## src/rtl/load_sequencer_pkg.sv

```systemverilog
// Shared constants for the load sequencer and the commutation block.
//   DEF_CNT_W          : default width of the period counter and thresholds
//   SEL_A/SEL_B/SEL_C  : 2-bit input-phase select codes (11 is never used)
//   ADDR_*             : register-file addresses on wr_addr
package load_sequencer_pkg;

  localparam int DEF_CNT_W = 10;

  localparam logic [1:0] SEL_A = 2'b00;
  localparam logic [1:0] SEL_B = 2'b01;
  localparam logic [1:0] SEL_C = 2'b10;

  localparam logic [2:0] ADDR_PERIOD = 3'd0;
  localparam logic [2:0] ADDR_T1_A   = 3'd1;
  localparam logic [2:0] ADDR_T2_A   = 3'd2;
  localparam logic [2:0] ADDR_T1_B   = 3'd3;
  localparam logic [2:0] ADDR_T2_B   = 3'd4;
  localparam logic [2:0] ADDR_T1_C   = 3'd5;
  localparam logic [2:0] ADDR_T2_C   = 3'd6;

endpackage

```

## src/rtl/load_sequencer_phase_selector.sv

```systemverilog
// One output phase of the load sequencer: threshold compare against the
// shared period count, t2 clamp, minimum-dwell counter and registered select.
// Ports:
//   clk, rst     : clock, asynchronous active-high reset
//   enable       : high lets the selection follow the request
//   count        : current period count
//   t1, t2       : active thresholds for this phase
//   sel          : registered select code (SEL_A/SEL_B/SEL_C)
module load_sequencer_phase_selector
  import load_sequencer_pkg::*;
#(
  parameter int CNT_W     = DEF_CNT_W,
  parameter int MIN_DWELL = 8
) (
  input  logic             clk,
  input  logic             rst,
  input  logic             enable,
  input  logic [CNT_W-1:0] count,
  input  logic [CNT_W-1:0] t1,
  input  logic [CNT_W-1:0] t2,
  output logic [1:0]       sel
);

  localparam int DW_W = $clog2(MIN_DWELL + 1);
  localparam logic [DW_W-1:0] DW_LOAD = DW_W'(MIN_DWELL - 1);

  logic [CNT_W-1:0] t2_eff;
  logic [1:0]       req;
  logic [DW_W-1:0]  dw;

  // A t2 below t1 collapses the b segment to nothing.
  always_comb begin
    t2_eff = (t2 < t1) ? t1 : t2;
    if (count < t1) begin
      req = SEL_A;
    end else if (count < t2_eff) begin
      req = SEL_B;
    end else begin
      req = SEL_C;
    end
  end

  // The dwell counter runs even while disabled, so a disable does not
  // extend the hold time of the last selection. Requests that vanish
  // before dw expires are simply never applied.
  always_ff @(posedge clk or posedge rst) begin
    if (rst) begin
      sel <= SEL_A;
      dw  <= '0;
    end else if (enable && (dw == '0) && (req != sel)) begin
      sel <= req;
      dw  <= DW_LOAD;
    end else if (dw != '0) begin
      dw <= dw - DW_W'(1);
    end
  end

endmodule

```

## src/rtl/load_sequencer.sv

```systemverilog
// Load sequencer: programmable PWM period counter plus three phase selectors
// producing the 6-bit desired-load word (AABBCC) for the commutation FSMs.
// Ports:
//   clk, rst      : clock, asynchronous active-high reset
//   enable        : run modulation; low forces count to 0 and freezes outputs
//   wr_en         : one-cycle register write strobe
//   wr_addr       : 0 period, 1/2 t1/t2 A, 3/4 t1/t2 B, 5/6 t1/t2 C, 7 ignored
//   wr_data       : value written
//   DesiredLoad   : [5:4] phase A, [3:2] phase B, [1:0] phase C select codes
//   period_start  : one-cycle pulse aligned with the outputs computed at count 0
module load_sequencer
  import load_sequencer_pkg::*;
#(
  parameter int CNT_W     = DEF_CNT_W,
  parameter int MIN_DWELL = 8
) (
  input  logic             clk,
  input  logic             rst,
  input  logic             enable,
  input  logic             wr_en,
  input  logic [2:0]       wr_addr,
  input  logic [CNT_W-1:0] wr_data,
  output logic [5:0]       DesiredLoad,
  output logic             period_start
);

  localparam logic [CNT_W-1:0] MIN_PERIOD = CNT_W'(2);

  logic [CNT_W-1:0] period_sh;
  logic [CNT_W-1:0] period_act;
  logic [CNT_W-1:0] t1_sh  [3];
  logic [CNT_W-1:0] t2_sh  [3];
  logic [CNT_W-1:0] t1_act [3];
  logic [CNT_W-1:0] t2_act [3];
  logic [CNT_W-1:0] count;
  logic [CNT_W-1:0] p_eff;
  logic             wrap;
  logic [1:0]       sel [3];

  assign p_eff = (period_act < MIN_PERIOD) ? MIN_PERIOD : period_act;
  // ">=" rather than "==" so an out-of-range count always wraps next cycle.
  assign wrap  = enable && (count >= (p_eff - CNT_W'(1)));

  // Shadow registers: MCU-facing, take effect only at a period wrap.
  always_ff @(posedge clk or posedge rst) begin
    if (rst) begin
      period_sh <= '0;
      for (int i = 0; i < 3; i++) begin
        t1_sh[i] <= '0;
        t2_sh[i] <= '0;
      end
    end else if (wr_en) begin
      case (wr_addr)
        ADDR_PERIOD: period_sh <= wr_data;
        ADDR_T1_A:   t1_sh[0]  <= wr_data;
        ADDR_T2_A:   t2_sh[0]  <= wr_data;
        ADDR_T1_B:   t1_sh[1]  <= wr_data;
        ADDR_T2_B:   t2_sh[1]  <= wr_data;
        ADDR_T1_C:   t1_sh[2]  <= wr_data;
        ADDR_T2_C:   t2_sh[2]  <= wr_data;
        default:     ;
      endcase
    end
  end

  // Active registers copy the pre-edge shadow values, so a write landing in
  // the wrap cycle waits for the following wrap.
  always_ff @(posedge clk or posedge rst) begin
    if (rst) begin
      period_act <= '0;
      for (int i = 0; i < 3; i++) begin
        t1_act[i] <= '0;
        t2_act[i] <= '0;
      end
    end else if (wrap) begin
      period_act <= period_sh;
      for (int i = 0; i < 3; i++) begin
        t1_act[i] <= t1_sh[i];
        t2_act[i] <= t2_sh[i];
      end
    end
  end

  // Period counter and start pulse.
  always_ff @(posedge clk or posedge rst) begin
    if (rst) begin
      count        <= '0;
      period_start <= 1'b0;
    end else begin
      period_start <= enable && (count == '0);
      if (!enable || wrap) begin
        count <= '0;
      end else begin
        count <= count + CNT_W'(1);
      end
    end
  end

  for (genvar p = 0; p < 3; p++) begin : g_phase
    load_sequencer_phase_selector #(
      .CNT_W     (CNT_W),
      .MIN_DWELL (MIN_DWELL)
    ) u_phase_selector (
      .clk    (clk),
      .rst    (rst),
      .enable (enable),
      .count  (count),
      .t1     (t1_act[p]),
      .t2     (t2_act[p]),
      .sel    (sel[p])
    );
  end

  assign DesiredLoad = {sel[0], sel[1], sel[2]};

endmodule
```

## config.mk

```make
export PLATFORM = sky130hd
export DESIGN_NAME = load_sequencer
export DESIGN_NICKNAME = d
export VERILOG_FILES = /design/src/rtl/load_sequencer_pkg.sv /design/src/rtl/load_sequencer_phase_selector.sv /design/src/rtl/load_sequencer.sv
export SDC_FILE = /design/constraint.sdc
export NUM_CORES = 1
export LEC_CHECK = 0
export ABC_AREA = 1
export CAP_MARGIN = 20
export CORE_MARGIN = 2
export CORE_UTILIZATION = 50
export CTS_BUF_LIST = sky130_fd_sc_hd__clkbuf_8
export DETAILED_ROUTE_END_ITERATION = 7
export GPL_ROUTABILITY_DRIVEN = 0
export PLACE_DENSITY = 0.73
export RECOVER_POWER = 25
export REMOVE_ABC_BUFFERS = 1
export SYNTH_ARGS = -nofsm -noshare
export SYNTH_HDL_FRONTEND = slang
export SYNTH_SLANG_ARGS = --single-unit
```

## constraint.sdc

```tcl
create_clock -name clk -period 6.8 [get_ports clk]
set_input_delay 1.36 -clock clk [delete_from_list [all_inputs] [get_ports clk]]
set_output_delay 1.36 -clock clk [all_outputs]
set_load 0.05 [all_outputs]
```

# Word-level counts from Yosys, hierarchy flattened
# Index checks and enable logic that the tools add are counted.
# W data, S select, Z words.
# word_totals
reg_bits,169
input_bits,17
out_inout_bits,7
wordCells,92
# op_classes
n_addsub,5
n_lt_le_gt_ge,11
n_eq_ne,9
n_mux,17
reduce_logical,28
# op_table
op,n
$lt A10 B10 Y1,9
$mux W10,5
$mux W4,6
$reduce_and A2 Y1,7
$logic_not A4 Y1,3
$mux W2,6
$reduce_bool A4 Y1,3
$sub A4 B1 Y4 const B,3
$add A10 B1 Y10 const B,1
$ge A10 B10 Y1,1
$logic_not A10 Y1,1
$lt A10 B2 Y1 const B,1
$sub A10 B1 Y10 const B,1
$eq A3 B3 Y1 const B,3
$logic_and A1 B1 Y1,8
$eq A3 B2 Y1 const B,2
$ne A2 B2 Y1,3
$reduce_bool A2 Y1,3
$eq A3 B1 Y1 const B,1
$logic_not A3 Y1,1
$logic_not A1 Y1,1
$logic_or A1 B1 Y1,1

# Longest topological paths before layout
# Gate-level depths: netlist of the first run.
# depth
ltp_word,8
depth_mapped,23
depth_no_buf,22

# By module
# From an unflattened synthesis of the first run, not the netlist that was laid out.
# hier_totals
hier_cells,1174
area_unflattened_um2,9628.0
# by_module_without_submodules
mod,instances,cells_each,area_per_inst_um2,seq_area_each_um2
load_sequencer,1,686,6224.7,3778.6
load_sequencer_phase_selector (g_phase[1].u_phase_selector ...),2,163,1133.6,150.1
load_sequencer_phase_selector (g_phase[0].u_phase_selector),1,162,1136.1,150.1

# Worst setup path after synthesis of the first run
# Ideal clock, no wire load.
# synth_timing
kind,flip-flop to flip-flop
from,register period_act[2]
to,register period_act[9]
t_arrival_ns,3.094
t_required_ns,6.675
slack_ns,3.581
path_stages_with_launch,20
path_buffers,2
path_cell_list,dfrtp_1 nor2_1 nand3_1 nor4_1 nand2_1 nand2_1 ha_1 nand2_1 nor2_1 nand3_1 xor2_1 ha_1 nand2_1 nor2_1 a211oi_1 nand4_1 nand2_1 buf_2 buf_4 mux2_2
# synth_between
elab_chain_len,5
# synth_lines
element,line_no,rtl
from (decl),load_sequencer.sv:30,logic [CNT_W-1:0] period_act;
from (signal assigned),load_sequencer.sv:76,period_act <= period_sh;
$lt A10 B2 Y1,load_sequencer.sv:40,assign p_eff = (period_act < MIN_PERIOD) ? MIN_PERIOD : period_act;
$mux W10 *,load_sequencer.sv:40,
$sub A10 B1 Y10 *,load_sequencer.sv:42,assign wrap = enable && (count >= (p_eff - CNT_W'(1)));
$ge A10 B10 Y1 *,load_sequencer.sv:42,
$logic_and A1 B1 Y1 *,load_sequencer.sv:42,
# Mark *: on every way between the ends. The rest lies on a longest branch, timed or not.
# A chain may end at the register's enable or synchronous reset.

# Worst setup path after layout of the first run
# layout_timing
from,register period_act[2]
to,register t2_act[5] in the netlist's numbering
# layout_between
elab_chain_len,5
# layout_lines
element,line_no,rtl
$lt A10 B2 Y1,load_sequencer.sv:40,
$mux W10 *,load_sequencer.sv:40,
$sub A10 B1 Y10 *,load_sequencer.sv:42,
$ge A10 B10 Y1 *,load_sequencer.sv:42,
$logic_and A1 B1 Y1 *,load_sequencer.sv:42,
"to (signal, indexed assignment)",load_sequencer.sv:79,t2_act[i] <= t2_sh[i];
to (decl),load_sequencer.sv:34,logic [CNT_W-1:0] t2_act [3];
# Marks and branches as above.

==> impl_metrics.py, run 1 <==
metrics = {
    "global_route": {
        "use_met1_pct": 32.0,
        "grt_pass1_vias": 6618,
        "met2_usage_pct": 34.2,
        "overflow": 0,
        "track_usage_pct": 22.0,
        "grt_max_degree": 86,
        "grt_use_met3_pct": 4.14,
        "busiest_layer": "met2",
        "grt_pass1_wl_mm": 33.9,
        "antenna_found_initial": 0,
    },
    "placed_design": {
        "io_buffers": 23,
        "dp_cells": 1271,
        "dp_hpwl_mm": 13.9,
        "dpl_worst_slack_ps": 2420,
    },
    "clocking": {
        "cts_made_buffers": 17,
        "cts-resized-gates": 0,
        "htree_levels": 4,
        "cts_tree": "done",
        "clockBufferDepth": 2,
        "cts_setup_buffers": 0,
        "path_clk_slew_ps": 90,
        "cts_hold_buffers": 0,
        "clkSinkCount": 169,
        "clock-root-buffer": "clkbuf_8",
        "insertion_delay_ps": 460,
    },
    "synthesis": {
        "yosys_warnings": 0,
        "postSynthAreaPerCell_um2": 8.89,
        "synth_area_um2": 9300,
        "ys_seq_elements": 169,
        "seq_area_frac_synth_pct": 45.5,
        "synth.area.top_cells": "dfrtp_1 (45%), ha_1 (13%), nand2_1 (7.7%), a21oi_1 (5.8%), inv_1 (4.4%)",
        "synth_cell_type_count": 36,
        "syn_inst": 1046,
        "synth_top_area_share_pct": 45.5,
        "synth_area_leader_cell": "dfrtp_1",
    },
    "floorplanning": {
        "pin_count": 24,
        "core_um2": 18100,
        "fp.dieH_um": 140,
        "initial_core_util_pct": 51.4,
        "dieArea_um2": 19700,
        "die_w_um": 140,
        "num_rows": 49,
    },
    "min_path": {
        "hold_class": "reg2reg",
    },
    "routing": {
        "first_iter_violations": 429,
        "detail-route-antenna-nets": 0,
        "drcViolationCount": 0,
        "firstDrtPassIters": 7,
        "vias": 7023,
        "wire_per_inst_um": 15.7,
        "viasPerCell": 5.39,
        "drt_wl_total_mm": 20.4,
    },
    "timing": {
        "skew_ps": 11.4,
        "finalHoldViolCount": 0,
        "slew_headroom_pct": -146,
        "timing.final.crit_share_pct": 66.6,
        "worst_pin_slew_ps": 3680,
        "finalSetupViolations": 0,
        "fmax_mhz": 221,
        "fin_crit_ps": 4530,
        "worst_slack_ps": 2270,
        "setup_tns_ps": 0,
        "rsz0062_at_grt": "false",
        "slew_violations": 86,
    },
    "power": {
        "p_per_area_nw_per_um2": 243,
        "p_leak_nw": 5.32,
        "p_comb_share_pct": 19.7,
        "ir_drop_mv": 0.102,
        "swShare_pct": 30.7,
        "switching_power_w": 0.000755,
        "clockPowerShare_pct": 29.4,
        "seqPwrFrac_pct": 50.9,
        "p_int_w": 0.00171,
    },
    "worst_setup_path": {
        "path_class": "reg2reg",
        "cp.required_ps": 7140,
        "startpoint_type": "flop",
        "end_kind": "flop",
        "critPathArrivalTime_ps": 4860,
        "cp_max_fo": 77,
    },
    "final_layout": {
        "layout.cells.non_filler": 1304,
        "syn_to_final_growth_pct": 8.91,
        "drive_above_1_share_pct": 9.40,
        "final_nets": 1175,
        "num-fill-cells": 1625,
        "final_core_util_pct": 56.0,
    },
    "job": {
        "cap_violations": 1,
    },
    "status": {
        "violations": "max-capacitance violations, max-slew violations",
        "status": "finished with violations",
    },
}
## worst max-delay path, stage by stage (launching register included)
cell and delay (ps):
dfrtp_1 430, nor2_1 150, nand3_1 80, nor4_1 380, nand2_1 100, nand2_1 110
ha_1 190, nand2_1 90, nor2_1 150, nand3_1 120, xor2_1 160, ha_1 290
nand2_1 100, nor2_1 60, a211oi_1 180, nand4_1 210, nand2_4 690, buf_4 480
mux2_2 390
## metrics by stage
stage | total power [W] | area [µm²] | hold WS (ps)
2_1_floorplan | 0.00163 | 9170 | 449
3_3_place_gp | 0.00173 | 9720 | 462
3_5_place_dp | 0.00175 | 9720 | 470
4_1_cts | 0.00248 | 10100 | 488
5_1_grt | 0.00262 | 10100 | 508
6_report | 0.00246 | 10100 | 488
## worst paths after layout
path | from | slack (ps) | cells after the start | endpoint
max | period_act[2] | 2270 | 18 | t2_act[5]
min | t2_sh[2] | 490 | 2 | t2_sh[2]
max in group asynchronous | rst | 2580 | 3 | t2_act[25]
max reg2reg | period_act[2] | 2270 | 18 | t2_act[5]
min in group asynchronous | rst | 2440 | 2 | t2_sh[0]
min reg2reg | t2_sh[2] | 490 | 2 | t2_sh[2]
## metal layers
metal / wire length (µm) / part of all wire [%] / vias up
met1: 10200 / 50 / 3368
met4: 188 / 0.92 / 0
met2: 9340 / 46 / 133
met5: 0 / 0 / -
met3: 703 / 3.4 / 20
li1: - / - / 3502
## cell usage after synthesis, drive strengths merged
master,n
a211oi,1
a21boi,3
a21o,3
a21oi,110
and3,1
buf,15
clkbuf,15
dfrtp,169
ha,97
inv,111
mux2,29
nand2,207
nand3,30
nand3b,3
nand4,12
nor2,106
nor3,17
nor3b,1
nor4,4
o2111ai,3
o211ai,4
o21ai,86
o31ai,3
or2,1
xnor2,5
xor2,10
## layout make-up
| type | count | area, µm² | area share [%] |
|---|---|---|---|
| diodes | 1 | 2.50 | 0.0247 |
| clock buffers | 20 | 275 | 2.72 |
| clock inverters | 12 | 128 | 1.26 |
| inverters | 111 | 418 | 4.13 |
| multi-input cells | 736 | 4530 | 44.8 |
| flip-flops and latches | 169 | 4230 | 41.8 |
| well taps | 229 | 287 | 2.83 |
| repair buffers | 26 | 253 | 2.50 |
## cell usage in the layout, fill, tap and decap left out, types with 17 or more instances in the layout
cell type	count
mux2_2	29
dfrtp_1	169
nand2_1	190
nor2_1	100
nand3_1	19
ha_1	97
inv_1	112
nor3_1	17
clkbuf_8	20
a21oi_1	107
o21ai_0	80
clkdlybuf4s50_1	21
## cells by family after synthesis
group           synth area share [%]
compound gates                  12.1
xor+xnor                        1.41
flops                           45.5
mux                             3.51
fa+ha+maj                       13.1
buf+inv                         5.83
simple gates                    18.6
## sequential cells by signal (all words and copies together), names as in the netlist
signal and cells:
period_start 1, t1_sh 30, count 10, g_phase.u_phase_selector.sel 6
period_act 10, t2_sh 30, t2_act 30, period_sh 10
t1_act 30, g_phase.u_phase_selector.dw 12
## power by group through the flow
stage               sequential [W]  clock [W]  combinational (W)
floorplan                  0.00125          0           0.000382
global placement           0.00126          0           0.000468
detailed placement         0.00127          0           0.000486
CTS                        0.00125   0.000738           0.000490
global route               0.00127   0.000782           0.000569
finish                     0.00125   0.000723           0.000486
Note: power is estimated with default switching activity, not from simulation.
==> run 2: changes to the inputs <==
PLACE_DENSITY = 0.75   (was 0.73)
clock period = 3.8 ns   (was 6.8 ns; I/O delays follow)
==> run 2 against run 1 <==
Against the previous run: the flow still finishes with violations (max-capacitance violations, max-slew violations); wire length fell by 1.8%; total power grew 75%; largest cell class unchanged; critical path depth grew 3.
==> impl_metrics.py, run 2 (synthesis results as in run 1) <==
metrics = {
    "worst_setup_path": {
        "cp.required_ps": 4150,
        "path_common_cell": "nand2_1",
        "crit_buf_inv": 3,
        "end_kind": "flop",
        "critPathSlowestCell": "dfrtp_1",
        "rr_startpoint": "period_act[2]",
        "rr_worst_depth": 21,
        "critPathArrivalTime_ps": 3960,
        "path_class": "reg2reg",
        "cp_max_fo": 26,
        "cp_top_family": "simple AND/OR/NAND/NOR gates",
        "max_stage_delay_ps": 430,
        "startpoint_type": "flop",
        "worst_r2r_endpoint": "t1_act[21]",
        "crit_chain": "nor2_2 -> nand3_1 -> nor4_4 -> nand2_1 -> nand2_1 -> ha_1 -> nand2_1 -> nor2_1 -> nand2_1 -> xor2_1 -> inv_1 -> ha_1 -> nand2_1 -> nor4_1 -> nand3_1 -> nand4_1 -> nand2_4 -> buf_12 -> buf_4 -> nor2_1 -> a21oi_1",
        "r2r_setup_slack_ps": 190,
    },
    "power": {
        "finalPower_w": 0.00431,
        "swShare_pct": 31.2,
        "ir_drop_mv": 0.181,
        "p_int_w": 0.00297,
        "seqPwrFrac_pct": 52.0,
        "p_leak_nw": 5.38,
        "clockPowerShare_pct": 27.9,
        "switching_power_w": 0.00134,
        "p_comb_share_pct": 20.1,
        "p_per_area_nw_per_um2": 422,
    },
    "clocking": {
        "cts_tree": "done",
        "insertion_delay_ps": 460,
        "clockBufferDepth": 2,
        "cts_made_buffers": 17,
        "clock-root-buffer": "clkbuf_8",
        "path_clk_slew_ps": 90,
        "cts_hold_buffers": 0,
        "htree_levels": 4,
        "clkSinkCount": 169,
    },
    "status": {
        "violations": "max-capacitance violations, max-slew violations",
        "status": "finished with violations",
    },
    "routing": {
        "wire_per_inst_um": 15.3,
        "vias": 7011,
        "drcViolationCount": 0,
        "first_iter_violations": 495,
        "viasPerCell": 5.34,
        "firstDrtPassIters": 5,
        "detail-route-antenna-nets": 0,
        "drt_wl_total_mm": 20.1,
    },
    "min_path": {
        "hp-start": "count[0]",
        "min_path_cells": 1,
        "min_to": "count[0]",
        "hold_class": "reg2reg",
    },
    "timing": {
        "timing.final.crit_share_pct": 95.0,
        "fin_crit_ps": 3610,
        "worst_pin_slew_ps": 2610,
        "setup_tns_ps": 0,
        "finalHoldViolCount": 0,
        "fmax_mhz": 277,
        "finalSetupViolations": 0,
        "slew_headroom_pct": -73.9,
        "skew_ps": 9.82,
        "slew_violations": 68,
    },
    "final_layout": {
        "num_antenna_cells": 0,
        "syn_to_final_growth_pct": 9.99,
        "final_common_cell": "nand2_1",
        "final_cell_mix": "nand2_1 (190), dfrtp_1 (169), inv_1 (113)",
        "drive_above_1_share_pct": 10.3,
        "final_nets": 1185,
    },
    "global_route": {
        "antenna_found_initial": 0,
        "track_usage_pct": 21.4,
        "grt_use_met3_pct": 3.62,
        "overflow": 0,
        "use_met1_pct": 29.0,
        "grt_max_degree": 69,
        "grt_pass1_vias": 6787,
        "grt_pass1_wl_mm": 33.7,
        "busiest_layer": "met2",
        "met2_usage_pct": 35.8,
    },
    "floorplanning": {
        "initial_core_util_pct": 51.4,
        "core_um2": 18100,
        "pin_count": 24,
        "fp.dieH_um": 140,
        "num_rows": 49,
        "dieArea_um2": 19700,
        "die_w_um": 140,
    },
    "placed_design": {
        "io_buffers": 23,
        "dp_hpwl_mm": 14.1,
    },
    "job": {
        "cap_violations": 1,
    },
}
==> run 2: worst max-delay path by stage <==
| stage | depth (start not counted) | endpoint | startpoint |
|---|---|---|---|
| 3_5_place_dp | 18 | t2_act[19] | period_act[2] |
| 2_1_floorplan | 1 | count[0] | rst |
| 5_1_grt | 21 | t1_act[22] | period_act[2] |
| 6_report | 21 | t1_act[21] | period_act[2] |
| 3_3_place_gp | 18 | t2_act[15] | period_act[2] |
| 4_1_cts | 18 | t2_act[12] | period_act[2] |
==> run 2: layout make-up <==
cell class	instances	area (µm²)
clock buffer	19	262
clock inverter	13	105
fill	1567	7860
multi-input combinational	736	4550
timing repair buffer	36	375
tap	229	287
sequential	169	4230
inverter	111	417
==> run 2: power groups by stage <==
| stage | Clock [W] | Combinational (W) | Sequential [W] |
|---|---|---|---|
| 2_1_floorplan | 0 | 0.000683 | 0.00223 |
| 3_3_place_gp | 0 | 0.000834 | 0.00227 |
| 3_5_place_dp | 0 | 0.000875 | 0.00227 |
| 4_1_cts | 0.00123 | 0.000877 | 0.00224 |
| 5_1_grt | 0.00130 | 0.00103 | 0.00228 |
| 6_report | 0.00120 | 0.000867 | 0.00224 |
==> run 2: through the flow <==
stage	instances	setup slack, ps	hold slack (ps)	util, %	cell area, µm²
after CTS	1310	171	485	56.4	10200
after detailed placement	1278	201	470	54.3	9830
after global placement	1278	304	463	54.3	9830
after global routing	1313	-153	517	56.5	10200
final	1313	191	485	56.5	10200
after floorplan	1016	-1540	449	-	9170
==> run 2: repair_timing <==
| action | CTS | global route |
|---|---|---|
| buffers inserted | 0 | 3 |
| setup endpoints to repair | 0 | 62 |
| gates resized for setup | 0 | 3 |
==> run 2: per-layer routing <==
| metal | part of all wire (%) | wire length, µm |
|---|---|---|
| met4 | 1.8 | 363 |
| met3 | 3.7 | 737 |
| met5 | 0 | 0 |
| met1 | 47 | 9470 |
| met2 | 47 | 9500 |
